## src/rtl/bsg_pipe_skid_stage.sv

```systemverilog
// Two-entry valid/ready skid stage; enqueued data appears on data_o the cycle after the edge.
// ready_o is a pure function of state and reset, so consumer stalls are absorbed by the skid slot.
module bsg_pipe_skid_stage #(
    parameter int width_p     = 8,
    parameter int ctr_width_p = 16
) (
    input  logic                   clk,
    input  logic                   reset,
    input  logic [width_p-1:0]     data_i,
    input  logic                   v_i,
    output logic                   ready_o,
    output logic [width_p-1:0]     data_o,
    output logic                   v_o,
    input  logic                   ready_i,
    output logic [1:0]             count_o,
    output logic [ctr_width_p-1:0] stall_cnt_o
);

    typedef enum logic [1:0] {
        EMPTY = 2'd0,
        BUSY  = 2'd1,
        FULL  = 2'd2
    } state_e;

    localparam logic [ctr_width_p-1:0] ctr_one_lp = ctr_width_p'(1);

    state_e                 state_q, state_d;
    logic [width_p-1:0]     main_data_q, main_data_d;
    logic [width_p-1:0]     skid_data_q, skid_data_d;
    logic [ctr_width_p-1:0] stall_cnt_q, stall_cnt_d;
    logic                   enq, deq;

    assign ready_o     = ~reset & (state_q != FULL);
    assign v_o         = (state_q != EMPTY);
    assign data_o      = main_data_q;
    assign count_o     = state_q;
    assign stall_cnt_o = stall_cnt_q;

    assign enq = v_i & ready_o;
    assign deq = v_o & ready_i;

    always_comb begin
        state_d     = state_q;
        main_data_d = main_data_q;
        skid_data_d = skid_data_q;
        stall_cnt_d = stall_cnt_q;

        unique case (state_q)
            EMPTY: begin
                if (enq) begin
                    main_data_d = data_i;
                    state_d     = BUSY;
                end
            end
            BUSY: begin
                // Streaming (enq & deq) refills main directly and leaves skid alone.
                if (enq && deq) begin
                    main_data_d = data_i;
                end else if (enq) begin
                    skid_data_d = data_i;
                    state_d     = FULL;
                end else if (deq) begin
                    state_d     = EMPTY;
                end
            end
            FULL: begin
                if (deq) begin
                    main_data_d = skid_data_q;
                    state_d     = BUSY;
                end
            end
            default: state_d = EMPTY;
        endcase

        if (v_o && !ready_i && !(&stall_cnt_q)) begin
            stall_cnt_d = stall_cnt_q + ctr_one_lp;
        end
    end

    always_ff @(posedge clk) begin
        if (reset) begin
            state_q     <= EMPTY;
            main_data_q <= '0;
            stall_cnt_q <= '0;
        end else begin
            state_q     <= state_d;
            main_data_q <= main_data_d;
            stall_cnt_q <= stall_cnt_d;
        end
    end

    // Skid contents are only observable after a FULL transition, so no reset is needed.
    always_ff @(posedge clk) begin
        skid_data_q <= skid_data_d;
    end

endmodule

```

## config.mk

```make
export PLATFORM = sky130hd
export DESIGN_NAME = bsg_pipe_skid_stage
export DESIGN_NICKNAME = d
export VERILOG_FILES = /design/src/rtl/bsg_pipe_skid_stage.sv
export SDC_FILE = /design/constraint.sdc
export NUM_CORES = 1
export LEC_CHECK = 0
export ABC_CLOCK_PERIOD_IN_PS = 2000
export CAP_MARGIN = 10
export CORE_MARGIN = 4
export CORE_UTILIZATION = 44
export CTS_CLUSTER_SIZE = 8
export DETAILED_ROUTE_END_ITERATION = 8
export GPL_TIMING_DRIVEN = 0
export PLACE_DENSITY = 0.81
export SLEW_MARGIN = 5
export SYNTH_ARGS = -nofsm -noshare
export SYNTH_HDL_FRONTEND = slang
export SYNTH_SLANG_ARGS = --single-unit
export TNS_END_PERCENT = 1
```

## constraint.sdc

```tcl
create_clock -name clk -period 2 [get_ports clk]
set_input_delay 0.4 -clock clk [delete_from_list [all_inputs] [get_ports clk]]
set_output_delay 0.4 -clock clk [all_outputs]
set_load 0.02 [all_outputs]
```

Word-level counts from Yosys, hierarchy flattened. Index checks and enable logic that the tools add are counted.

Flip-flop bits (word level): 34. Output and inout bits: 28. Input bits: 12. Word-level logic and storage cells: 40.

Add/sub/neg operators: 1. Reduce and logical (&&, ||, !) cells: 12. Bitwise gates (word level): 5. Equal/unequal tests: 8. Multiplexer cells: 10.

Operators with widths (number): $mux W8 (3); $pmux W8 S3 (1); $add A16 B1 Y16 const B (1); $reduce_and A16 Y1 (1); $mux W2 (5); $ne A2 B2 Y1 const B (5); $reduce_and A4 Y1 (2); $pmux W2 S3 (1); $and A1 B1 Y1 (3); $logic_and A1 B1 Y1 (3); $ne A3 B3 Y1 const B (1); $reduce_and A3 Y1 (1); $reduce_bool A3 Y1 (1); $eq A2 B1 Y1 const B (1); $eq A2 B2 Y1 const B (1); $logic_not A1 Y1 (2); $logic_not A2 Y1 (1); $not A1 Y1 (2); $reduce_bool A2 Y1 (1).

Logic depth before layout (Yosys ltp). Gate-level depths: netlist of run 1.

Depth after elaboration: 6. Gate-level depth with buffers: 7.

Least setup slack after synthesis of run 1. Ideal clock, no wire load.

Path type: reg-to-reg. Start point: reg state_q[1] (netlist: count_o[1]). End point: reg skid_data_q[0] (enable). Setup slack: -0.136 ns. Clock period less this slack: 2.136 ns. Library setup time: 0.385 ns. Arrival time: 1.750 ns. Cell stages (with the launch flop): 4. Cell sequence: dfxtp_1 -> clkbuf_2 -> or3b_2 -> nor3b_1.

Longest elaborated chain between the ends: 6. Elaborated cells on any way between the ends: 9.

RTL lines: from (decl) (RTL line 27) `state_e state_q, state_d;`; from (signal assigned) (RTL line 86) `state_q <= state_d;`; $ne A2 B2 Y1 (RTL line 33) `assign ready_o = ~reset & (state_q != FULL);`; $and A1 B1 Y1 (RTL line 33); $and A1 B1 Y1 (RTL line 39) `assign enq = v_i & ready_o;`; $logic_and A1 B1 Y1 (RTL line 57) `if (enq && deq) begin`; $not A1 Y1 (no source line); $reduce_and A3 Y1 (no source line) (*); to (signal assigned) (RTL line 94) `skid_data_q <= skid_data_d;`; to (decl) (RTL line 29) `logic [width_p-1:0] skid_data_q, skid_data_d;`.

Mark *: on every way between the ends. The rest lies on a longest branch, timed or not. A chain may end at the register's enable or synchronous reset.

Final worst setup path of run 1.
Start point: in v_i. End point: reg skid_data_q[0] (enable).

Longest elaborated chain between the ends: 4.

RTL lines: from (decl) (RTL line 10) `input logic v_i,`; $and A1 B1 Y1 (*) (RTL line 39); $logic_and A1 B1 Y1 (RTL line 57); $not A1 Y1 (no source line); $reduce_and A3 Y1 (no source line) (*).

Marks and branches as above.

==> results of run 1 <==
routing by layer:
metal / wire length (um) / GRT usage [%] / vias to the layer above / share of wire (%)
met5: 0 / 0 / - / 0
met4: 46 / 5.11 / 0 / 1.2
met3: 261 / 6.32 / 6 / 7.0
met2: 1830 / 30.5 / 50 / 49
met1: 1610 / 20.4 / 701 / 43
li1: - / - / 768 / -
layout make-up:
class / instances / area, um^2 / area share (%)
clock buffer: 7 / 76.3 / 3.41
clock inverter: 1 / 30.0 / 1.34
inverter: 4 / 15.0 / 0.671
timing repair buffer: 38 / 377 / 16.8
multi-input combinational: 125 / 816 / 36.4
tap: 46 / 57.6 / 2.57
buffer: 13 / 104 / 4.64
sequential: 34 / 763 / 34.1
power by group:
| part | leakage [nW] | internal [mW] | switching [mW] | total [mW] |
|---|---|---|---|---|
| clock | 0.0524 | 0.373 | 0.253 | 0.625 |
| sequential | 0.285 | 0.725 | 0.0127 | 0.738 |
| combinational | 0.383 | 0.103 | 0.103 | 0.206 |
cell usage after synthesis:
library cell / number / area share, %
nor3_1: 19 / 5.8
edfxtp_1: 8 / 15
nor4_1: 1 / 0.38
buf_1: 2 / 0.46
o21bai_1: 1 / 0.46
nand4_2: 1 / 0.76
or3b_2: 2 / 1.1
o22a_1: 1 / 0.54
or3_1: 3 / 1.1
nor2_1: 8 / 1.8
a21oi_2: 1 / 0.54
or2_2: 1 / 0.38
a21o_1: 1 / 0.46
and2_0: 1 / 0.38
mux2_2: 1 / 0.69
nor2b_1: 10 / 3.8
inv_1: 4 / 0.92
ha_1: 1 / 0.76
clkbuf_1: 6 / 1.4
nor3b_1: 5 / 2.3
buf_6: 1 / 0.69
nand3_1: 6 / 1.8
dfxtp_1: 26 / 32
clkbuf_2: 1 / 0.31
or2_1: 1 / 0.38
or4_1: 11 / 5.0
a221oi_1: 8 / 4.3
o31ai_1: 10 / 4.6
nand4_1: 4 / 1.5
a21oi_1: 16 / 4.9
mux2_1: 1 / 0.69
buf_2: 4 / 1.2
and4_1: 1 / 0.54
o21bai_4: 1 / 1.1
nand2_1: 6 / 1.4
o21ai_0: 3 / 0.92
final timing paths:
check	cells after the start	to	from
setup reg to reg	6	stall_cnt_o[13]	count_o[0]
hold / removal	2	count_o[1]	ready_i
hold reg to reg	2	stall_cnt_o[1]	stall_cnt_o[1]
setup / recovery	3	skid_data_q[0]	v_i
stage by stage:
step / setup TNS (ns) / utilization (%) / area, um^2 / instances / setup slack (ns)
global route: -0.0173 / 64.5 / 2240 / 268 / -0.0173
detailed placement: -5.56 / 60.0 / 2080 / 261 / -0.788
finish: 0 / 64.5 / 2240 / 268 / 0.0592
global placement: -5.53 / 60.0 / 2080 / 261 / -0.790
CTS: -0.0942 / 64.4 / 2230 / 269 / -0.0942
floorplan: 0 / - / 1640 / 177 / 0.0762
sequential cells by signal, summed over array words and instances, names as in the netlist:
register,count
skid_data_q,8
count_o,2
stall_cnt_o,16
data_o,8
logic make-up (layout without fill, tap and decap cells):
logic type | Yosys count | count (layout) | synth area share [%]
compound gates | 42 | 42 | 17.8
flops | 34 | 34 | 46.5
fa+ha+maj | 1 | 1 | 0.764
mux | 2 | 2 | 1.38
simple gates | 80 | 80 | 28.6
buf+inv | 18 | 63 | 4.97
what timing repair did:
| item | 4_1_cts | 5_1_grt |
|---|---|---|
| endpoints found under the hold margin | 0 | 0 |
| setup buffers | 0 | 0 |
| pin swaps | 0 | 1 |
| hold buffers | 0 | 0 |
| setup endpoints to repair | 17 | 17 |
| gates resized for setup | 16 | 10 |
==> metrics.txt, run 1 <==
WL per Instance 14.0 um; Clock Pin Slew Worst Setup and Hold Paths 0.07 ns; vias in the first global route approximately 1.4k; WL final ~3700 um; Nets 234; clk sink count 34; Die H ~70 um; Pwr Total 1.57 mW; Rows 21; Arrival @ worst endpoint approximately 1.9 ns; wire length of the first global-routing pass slightly above 6000 um; CTS H-tree lvls 2; CTS Buffer Depth 2; startpoint types input port; Crit path largest cell delay 0.53 ns; most frequent cells in the layout 36 x clkdlybuf4s50_1, 24 x dfxtp_1, 19 x nor3_1; Req. time, crit path ~1.9 ns; Ys Warns 0; Detailed Place HPWL about 2700 um; IO Port Bufs 38; syn nets 190; global route overflow 0; status complete, no violations; Yosys reg bits 34; detailed-router iteration count before antenna repair 4; CP max stage cell clkdlybuf4s50_1; clk_lat worst skew 0.29 ns; Pwr Density around 700 nW/um^2; Initial Utilization ~47%; initial antenna violation count 0; IO Pins 40; gpl congestion around 0.8; CTS tree built; Worst IR Drop VDD 0.468 mV; cell family with most CP delay simple AND/OR/NAND/NOR gates; Vias/cell 5.69; fmax approximately 520 MHz; Netlist cell types 36; Slew headroom about 61%; ant diodes 0; Num CTS Buffers 5; worst hold slack 0.318 ns; leakage power 0.720 nW; post-synthesis cell count 177; layout cells sized above 1 between 10% and 20%; Setup CP Type in2reg; nature of the critical path endpoint register; endpoints failing hold 0; DRT iter0 DRCs approximately 120; Mapped Area ~1600 um^2; Slew Viols, Final 0; largest net degree at the start of global routing 11; crit share post-route between 90% and 100%; RSZ-0062 raised after global routing true; via count roughly 1.5k; total track usage between 10% and 20%; layout filler cell count about 320; ANT nets after route 0; Synth Area per Inst around 9.2 um^2; Hold Path Class in2reg; Max Cap Viol 0; slew at the pin with the worst max-slew slack 0.576 ns; R2R Setup Slk ~0.14 ns; setup violators final 0; leading cell type in the layout, fill and taps excluded clkdlybuf4s50_1; Root Driver clkbuf_8; Die ar. ~4800 um^2; Buf+Inv Stages, Crit Path 1; core region area 3470 um^2; P&R area growth vs syn 36.8%; min cycle time layout between 1.5 and 2 ns; die width approximately 69 um; worst-path cell chain clkdlybuf4s50_1 -> or3b_2 -> nor3b_4; # DRC 0; skew final about 0.0053 ns; Max FO, Critical Path 8; Seq/Total Area, Yosys between 40% and 50%
No activity file was read; power rests on OpenSTA's default activity.
==> run 2: changes to the inputs <==
--- a/config.mk
+++ b/config.mk
@@ -6,7 +6,7 @@
 export NUM_CORES = 1
 export LEC_CHECK = 0
 export ABC_CLOCK_PERIOD_IN_PS = 2000
-export CAP_MARGIN = 10
+export CAP_MARGIN = 25
 export CORE_MARGIN = 4
 export CORE_UTILIZATION = 44
 export CTS_CLUSTER_SIZE = 8
==> results of run 2 <==
Same layout as run 1: the final DEF is identical, and so are final timing and power.
